==> src/rtl/instruction_fetch_unit_if.sv <==
// Fetch-stage bus: instruction-memory request/response, decode-side control and the presented word.
// The master side is the fetch unit; the slave side is memory plus decode.
interface instruction_fetch_unit_if;
  logic [31:0] imem_addr;
  logic [31:0] imem_instr;
  logic        stall_i;
  logic        redirect_valid;
  logic [31:0] redirect_pc;
  logic        if_valid;
  logic [31:0] if_pc;
  logic [31:0] if_instr;
  logic        if_fault;
  logic        misalign_o;

  modport master (
    output imem_addr, if_valid, if_pc, if_instr, if_fault, misalign_o,
    input  imem_instr, stall_i, redirect_valid, redirect_pc
  );

  modport slave (
    input  imem_addr, if_valid, if_pc, if_instr, if_fault, misalign_o,
    output imem_instr, stall_i, redirect_valid, redirect_pc
  );
endinterface

==> src/rtl/instruction_fetch_unit.sv <==
// Fetch-stage requester: owns the PC, tags 1-cycle-latency memory words with their PC,
// parks one word across decode stalls and squashes in-flight words on redirect.
module instruction_fetch_unit #(
  parameter logic [31:0] RESET_PC   = 32'h0000_0000,
  parameter int unsigned IMEM_BYTES = 64,
  parameter logic [31:0] NOP_INSTR  = 32'h0000_0013
) (
  input  logic                       clk,
  input  logic                       resetn,
  instruction_fetch_unit_if.master   bus
);

  localparam logic [31:0] LAST_WORD = 32'(IMEM_BYTES) - 32'd4;

  logic [31:0] r_pc;
  logic        r_infl_v;
  logic [31:0] r_infl_pc;
  logic        r_infl_flt;
  logic        r_hold_v;
  logic [31:0] r_hold_pc;
  logic [31:0] r_hold_instr;
  logic        r_hold_flt;
  logic        r_misalign;

  logic [31:0] w_issue_addr;
  logic        w_issue;
  logic [31:0] w_infl_instr;
  logic [31:0] w_pres_pc;
  logic [31:0] w_pres_instr;
  logic        w_pres_flt;
  logic        w_if_valid;

  // Redirect wins over everything; otherwise issue when decode accepts or the pipe is empty.
  assign w_issue_addr = bus.redirect_valid ? {bus.redirect_pc[31:2], 2'b00} : r_pc;
  assign w_issue      = bus.redirect_valid | ~bus.stall_i | (~r_hold_v & ~r_infl_v);

  assign w_infl_instr = r_infl_flt ? NOP_INSTR : bus.imem_instr;
  assign w_pres_pc    = r_hold_v ? r_hold_pc    : r_infl_pc;
  assign w_pres_instr = r_hold_v ? r_hold_instr : w_infl_instr;
  assign w_pres_flt   = r_hold_v ? r_hold_flt   : r_infl_flt;
  assign w_if_valid   = (r_hold_v | r_infl_v) & ~bus.redirect_valid;

  assign bus.imem_addr  = w_issue_addr;
  assign bus.if_valid   = w_if_valid;
  assign bus.if_pc      = w_if_valid ? w_pres_pc    : 32'd0;
  assign bus.if_instr   = w_if_valid ? w_pres_instr : 32'd0;
  assign bus.if_fault   = w_if_valid & w_pres_flt;
  assign bus.misalign_o = r_misalign;

  // NOTE: only the valid bits and PC are reset; the payload registers are qualified by them.
  always_ff @(posedge clk) begin
    if (!resetn) begin
      r_pc       <= RESET_PC;
      r_infl_v   <= 1'b0;
      r_hold_v   <= 1'b0;
      r_misalign <= 1'b0;
    end else begin
      r_misalign <= bus.redirect_valid & (bus.redirect_pc[1:0] != 2'b00);
      if (w_issue) begin
        r_infl_v   <= 1'b1;
        r_infl_pc  <= w_issue_addr;
        r_infl_flt <= (w_issue_addr > LAST_WORD);
        r_pc       <= w_issue_addr + 32'd4;
        r_hold_v   <= 1'b0;
      end else if (r_infl_v) begin
        // Stalled with a word arriving: park it; hold and in-flight are never both valid.
        r_hold_v     <= 1'b1;
        r_hold_pc    <= r_infl_pc;
        r_hold_instr <= w_infl_instr;
        r_hold_flt   <= r_infl_flt;
        r_infl_v     <= 1'b0;
      end
    end
  end

endmodule

==> src/flat_wrapper.sv <==
// flat-port wrapper written by rule: the top's interface ports become plain ports
module instruction_fetch_unit_flat 
#(
  parameter logic [31:0] RESET_PC   = 32'h0000_0000,
  parameter int unsigned IMEM_BYTES = 64,
  parameter logic [31:0] NOP_INSTR  = 32'h0000_0013
)
  (clk, resetn, bus_imem_addr, bus_if_valid, bus_if_pc, bus_if_instr, bus_if_fault, bus_misalign_o, bus_imem_instr, bus_stall_i, bus_redirect_valid, bus_redirect_pc);
  instruction_fetch_unit_if bus_i ();
  input  logic clk;
  input  logic resetn;
  output wire logic [$bits(bus_i.imem_addr)-1:0] bus_imem_addr;
  output wire logic [$bits(bus_i.if_valid)-1:0] bus_if_valid;
  output wire logic [$bits(bus_i.if_pc)-1:0] bus_if_pc;
  output wire logic [$bits(bus_i.if_instr)-1:0] bus_if_instr;
  output wire logic [$bits(bus_i.if_fault)-1:0] bus_if_fault;
  output wire logic [$bits(bus_i.misalign_o)-1:0] bus_misalign_o;
  input wire logic [$bits(bus_i.imem_instr)-1:0] bus_imem_instr;
  input wire logic [$bits(bus_i.stall_i)-1:0] bus_stall_i;
  input wire logic [$bits(bus_i.redirect_valid)-1:0] bus_redirect_valid;
  input wire logic [$bits(bus_i.redirect_pc)-1:0] bus_redirect_pc;
  assign bus_imem_addr = bus_i.imem_addr;
  assign bus_if_valid = bus_i.if_valid;
  assign bus_if_pc = bus_i.if_pc;
  assign bus_if_instr = bus_i.if_instr;
  assign bus_if_fault = bus_i.if_fault;
  assign bus_misalign_o = bus_i.misalign_o;
  assign bus_i.imem_instr = bus_imem_instr;
  assign bus_i.stall_i = bus_stall_i;
  assign bus_i.redirect_valid = bus_redirect_valid;
  assign bus_i.redirect_pc = bus_redirect_pc;
  instruction_fetch_unit #(.RESET_PC(RESET_PC), .IMEM_BYTES(IMEM_BYTES), .NOP_INSTR(NOP_INSTR)) u_core (.clk(clk), .resetn(resetn), .bus(bus_i));
endmodule
==> config.mk <==
export PLATFORM = sky130hd
export DESIGN_NAME = instruction_fetch_unit_flat
export DESIGN_NICKNAME = d
export VERILOG_FILES = /design/src/rtl/instruction_fetch_unit_if.sv /design/src/rtl/instruction_fetch_unit.sv /design/src/flat_wrapper.sv
export SDC_FILE = /design/constraint.sdc
export NUM_CORES = 1
export LEC_CHECK = 0
export CORE_ASPECT_RATIO = 0.75
export CORE_UTILIZATION = 44
export DETAILED_ROUTE_END_ITERATION = 7
export PLACE_DENSITY = 0.81
export REMOVE_ABC_BUFFERS = 1
export SLEW_MARGIN = 20
export SYNTH_ARGS = -nofsm -noshare
export SYNTH_HDL_FRONTEND = slang
export SYNTH_SLANG_ARGS = --single-unit
==> constraint.sdc <==
create_clock -name clk -period 4.1 [get_ports clk]
set_input_delay 0.82 -clock clk [delete_from_list [all_inputs] [get_ports clk]]
set_output_delay 0.82 -clock clk [all_outputs]
set_load 0.005 [all_outputs]
## After elaboration in Yosys (flattened, before gate mapping)

Index checks and enable logic that the tools add are counted.

| storage, ports and cells | value |
|---|---|
| word-level logic and storage cells | 36 |
| bits in registers | 133 |

| operators by class | value |
|---|---|
| magnitude comparators | 1 |
| bitwise logic cells | 13 |
| $add $sub $neg | 1 |
| multiplexer cells | 8 |
| reductions and logical operators | 4 |

Operators by type and width:

| operator | count |
|---|---|
| two-way mux 32 bit | 6 |
| adder 32 x 3 -> 32 bit (second input constant) | 1 |
| greater-than comparator 32 x 6 -> 1 bit (second input constant) | 1 |
| NOT 1 bit | 6 |
| bitwise AND 1 bit | 4 |
| OR 1 bit | 3 |
| AND reduction 3 bit | 1 |
| two-way mux 1 bit | 2 |
| AND reduction 2 bit | 1 |
| nonzero test 2 bit | 1 |
| OR reduction 2 bit | 1 |

## Depth between registers and ports, before layout

| logic depth | value |
|---|---|
| depth after elaboration | 5 |
| gate-level depth with buffers | 13 |
| mapped depth without buffers | 8 |

## Least setup slack after synthesis

Ideal clock, no wire load.

| timing path | value |
|---|---|
| path type | input to register |
| start point | in bus_redirect_valid |
| end point | reg u_core.r_hold_flt, enable pin |
| path buffers | 5 |
| required time | 3670 ps |
| setup slack | -61 ps |
| stages | 10 |
| data arrival time | 3731 ps |
| cell sequence | buf_4 -> buf_6 -> buf_2 -> inv_1 -> o21ai_0 -> inv_1 -> and3_1 -> clkbuf_1 -> clkbuf_1 -> and2_1 |

| between the ends | value |
|---|---|
| cells in the longest elaborated chain, start to end | 4 |

RTL lines:

| item | RTL line | RTL |
|---|---|---|
| from (decl) | flat_wrapper.sv:20 | `input wire logic [$bits(bus_i.redirect_valid)-1:0] bus_redirect_valid;` |
| OR 1 bit (2 in series) | instruction_fetch_unit.sv:35 | `assign w_issue = bus.redirect_valid \| ~bus.stall_i \| (~r_hold_v & ~r_infl_v);` |
| NOT 1 bit (no source line) | -- |  |
| AND reduction 3 bit (no source line) | -- |  |
| to (signal assigned) | instruction_fetch_unit.sv:70 | `r_hold_flt <= r_infl_flt;` |
| to (decl) | instruction_fetch_unit.sv:22 | `logic r_hold_flt;` |

No other way between the ends.
A chain may end at the register's enable or synchronous reset.

## Worst setup path in the final report

| timing path | value |
|---|---|
| start point | reg u_core.r_hold_v |
| end point | out bus_if_instr[24] |

| between the ends | value |
|---|---|
| cells in the longest elaborated chain, start to end | 3 |
| elaborated cells on any way between the ends | 4 |
| classes of those cells | mux (2); bitwise (2) |

RTL lines:

| item | RTL line | RTL |
|---|---|---|
| from (decl) | instruction_fetch_unit.sv:19 | `logic r_hold_v;` |
| from (signal assigned) | instruction_fetch_unit.sv:55 | `r_hold_v <= 1'b0;` |
| from (signal assigned) | instruction_fetch_unit.sv:64 | `r_hold_v <= 1'b0;` |
| from (signal assigned) | instruction_fetch_unit.sv:67 | `r_hold_v <= 1'b1;` |
| OR 1 bit | instruction_fetch_unit.sv:41 | `assign w_if_valid = (r_hold_v \| r_infl_v) & ~bus.redirect_valid;` |
| bitwise AND 1 bit | instruction_fetch_unit.sv:41 |  |
| two-way mux 32 bit * | instruction_fetch_unit.sv:46 | `assign bus.if_instr = w_if_valid ? w_pres_instr : 32'd0;` |
| to (decl) | flat_wrapper.sv:15 | `output wire logic [$bits(bus_i.if_instr)-1:0] bus_if_instr;` |

Mark *: on every way between the ends. The rest lies on a longest branch, timed or not.

==> summary.md <==
| Metric | Value |
|---|---|
| Outcome | `completed` |
| Netlist Area Pre-Place | `6395 µm²` |
| Logic pwr share | `between 10% and 20%` |
| Setup crit start | `u_core.r_hold_v` |
| DP HPWL | `11,110 µm` |
| Setup Fix Bufs, Post-CTS | `0` |
| Largest family of logic cells by synthesized area | `simple AND/OR/NAND/NOR gates` |
| R2R setup slack | `1.29 ns` |
| Cells after Synth | `roughly 550` |
| Reg-to-reg startpoint | `u_core.r_hold_v` |
| Share of cells above drive strength 1 | `9.602%` |
| Worst Path Arrival | `2.75 ns` |
| Switching power total | `0.0007864 W` |
| Initial antenna violation count | `0` |
| Class of the worst hold path | `reg2reg` |
| Number of enable flip-flop cells after synthesis | `98` |
| Pin count of the biggest net entering global routing | `53` |
| Unique masters post-synth | `46` |
| GRT overflow | `0` |
| CTS tree | `done` |
| First-pass GRT wire length | `24,850 µm` |
| Most common cell after layout, fill and taps aside | `clkdlybuf4s50_1` |
| Antenna cells | `0` |
| Final Total Pwr | `between 0.003 and 0.004 W` |
| Via/cell ratio | `5.303` |
| Seq pwr share | `a little over two fifths` |
| Die ar. | `15,020 µm²` |
| Post-synthesis async set-or-reset flop share | `0%` |
| Initial detailed-routing violation count | `roughly 350` |
| Worst skew pair latency | `0.42 ns` |
| Post-synthesis adder-cell area fraction | `0.1957%` |
| Die Y | `106.4 µm` |
| Most frequent cells in the layout | `clkdlybuf4s50_1 (165), edfxtp_1 (98), mux2i_1 (80)` |
| CP endpoint kind | `primary output` |
| Syn_area_per_cell | `around 12 µm²` |
| Clock network fraction of total power | `44.8%` |
| Drt drc | `0` |
| Worst Setup Start Kind | `register` |
| Crit Path Class | `reg2out` |
| Largest fanout on the critical path | `34` |
| Clk buf depth | `2` |
| P_leak | `3.067 nW` |
| Flops & latches, synth | `133` |
| Num CTS Buffers | `17` |
| Reg2Reg Capture Point | `u_core.r_hold_instr[2]` |
| Drt first pass iters | `5` |
| Max-Cap Viols | `0` |
| Clk pin slew, worst setup/hold paths | `0.06 ns` |
| Internal Power | `0.002744 W` |
| Hold path startpoint | `u_core.r_infl_pc[23]` |
| Starting Density | `45.89%` |
| TritonCTS Sinks | `133` |
| # port buffers | `~170` |
| Final min period | `3.565 ns` |
| Simple-gate share of the synthesized area | `15.77%` |
| Timing-limited maximum frequency | `about 0.28 GHz` |
| Yosys warns | `0` |
| Area Growth Syn to Fin | `39.37%` |
| Setup Skew | `0.01421 ns` |
| Global-route usage over all layers | `21.71%` |
| Final Wtd Congestion | `0.8117` |
| Post-CTS Resized | `0` |
| Core box area | `13,930 µm²` |
| Setup Total Neg Slack | `0 ns` |
| P per Cell Area | `396.1 nW/µm²` |
| Post-Synth XOR/XNOR Area | `under 10%` |
| Number of global-route vias before repair | `4,759` |
| RSZ-0062 raised after global routing | `no` |
| Total wire length | `15,950 µm` |
| Req. time, crit path | `between 3 and 4 ns` |
| Compound-Gate Fraction of Synth Area | `6.163%` |
| Switch share | `roughly 22%` |
| Final Hold Fails | `0` |
| Fill count | `1,053` |
| Final net count | `~790` |
| Io pins | `167` |
| Slew @ Worst Pin | `1.040 ns` |
| Routed WL per cell | `between 15 and 20 µm` |
| Die W | `141.2 µm` |
| Crit path to | `bus_if_instr[24]` |
| Worst IR Drop VDD | `296.8 µV` |
| Final antenna-violating net count | `0` |
| Clock tree root buffer cell | `clkbuf_16` |
| Ys flop type | `edfxtp_1` |
| Worst Reg-to-Reg Cells | `5` |
| Max Slew Vio Count | `0` |
| Final Core Density | `63.96%` |
| Total number of vias | `4,900` |
| Placed cell areas | `8280 µm²` |
| Synth area leader | `edfxtp_1` |
| Sequential fraction of the synthesis area | `56.98%` |
| H-Tree Depth | `4` |
| Top-area cell type share of the netlist area | `approximately 46%` |
| Crit share post-route | `86.96%` |
| Row count | `37` |
| Post-layout instance area | `approximately 9000 µm²` |
| Hold-fix buffers at CTS | `0` |
| Rel. slew slack | `a little under a third` |
| Mux share of post-synthesis cell area | `15.16%` |
| Final setup violation count | `0` |
| Synth top area cells | `edfxtp_1 (46%), mux2i_1 (13%), dfxtp_1 (11%), nor2_1 (3.9%), nor2b_1 (3.0%)` |
-- Yosys cell counts, types with 2 or more instances --
cell type / instances
dfxtp_1: 35
nor4_1: 3
a21o_1: 2
nand2_1: 32
o31ai_1: 2
nand4b_1: 3
a21oi_1: 2
a22o_1: 4
nor2b_1: 31
a32o_1: 8
edfxtp_1: 98
clkbuf_1: 14
a22oi_2: 2
mux2_2: 15
and4_1: 2
buf_2: 5
nand3b_1: 8
or2_2: 4
or4_1: 6
nand4_1: 13
inv_1: 19
o21ai_0: 24
xnor2_1: 15
and2_1: 3
or3_1: 5
nor2_1: 67
a31oi_1: 3
nand3_1: 15
buf_1: 10
xor2_1: 3
and3_1: 2
mux2i_1: 80
-- through the flow --
| stage | cells | hold WS (ns) | setup WS [ns] |
|---|---|---|---|
| floorplan | 518 | 0.4257 | -4.361 |
| global route | 924 | 0.4577 | 0.3471 |
| global placement | 891 | 0.4281 | 0.8169 |
| CTS | 923 | 0.4512 | 0.4902 |
| detailed placement | 891 | 0.4367 | 0.7864 |
| finish | 924 | 0.4491 | 0.5348 |
-- layer usage --
metal / vias to the layer above / part of all wire, % / GRT usage, %
li1: 2333 / - / -
met1: 2308 / 46 / 29.14
met2: 230 / 45 / 34.37
met3: 29 / 8.0 / 5.135
met4: 0 / 1.4 / 7.609
met5: - / 0 / 0
-- critical path, cell delays in order, from the launching register on --
cell             delay [ns]
dfxtp_4                0.44
o21ai_4                0.85
buf_4                  0.46
nor2_1                 0.10
clkdlybuf4s50_1        0.46
-- registers in the layout (all words and copies together) (netlist names) --
register and flops:
u_core.r_hold_v 1, u_core.bus.misalign_o 1, u_core.r_infl_pc 32, u_core.r_hold_instr 32
u_core.r_hold_pc 32, u_core.r_pc 32, u_core.r_infl_v 1, u_core.r_hold_flt 1
u_core.r_infl_flt 1
-- area by class of cell --
type                            instances  area (µm²)  area share (%)
Sequential cell                       133        3647           40.92
Multi-Input combinational cell        365        2555           28.67
Timing Repair Buffer                  179        1774           19.91
Clock buffer                           19       432.9           4.858
Tap cell                              195       244.0           2.738
Clock inverter                         13       183.9           2.064
Inverter                               20       75.07          0.8423
-- power groups by stage --
stage                     clock network [W]  logic, W  registers (W)
after floorplan                           0  0.000173        0.00156
after global placement                    0  0.000397        0.00156
after detailed placement                  0  0.000404        0.00157
after CTS                           0.00160  0.000407        0.00154
after global routing                0.00167  0.000438        0.00155
final                               0.00158  0.000407        0.00154
-- logic make-up (layout without fill, tap and decap cells) --
family / after synthesis / count (layout)
xor+xnor: 18 / 18
fa+ha+maj: 1 / 1
buf+inv: 51 / 231
compound gates: 54 / 54
simple gates: 197 / 197
flops: 133 / 133
mux: 95 / 95
-- worst min-delay path by stage --
| stage | endpoint | depth (start not counted) | slack [ns] |
|---|---|---|---|
| detailed placement | u_core.r_hold_pc[8] | 0 | 0.44 |
| CTS | u_core.r_hold_pc[9] | 0 | 0.45 |
| global placement | u_core.r_hold_pc[17] | 0 | 0.43 |
| floorplan | u_core.r_hold_pc[0] | 0 | 0.43 |
| finish | u_core.r_hold_pc[23] | 0 | 0.45 |
| global route | u_core.r_hold_pc[13] | 0 | 0.46 |
Power figures use the tool's default switching activity.
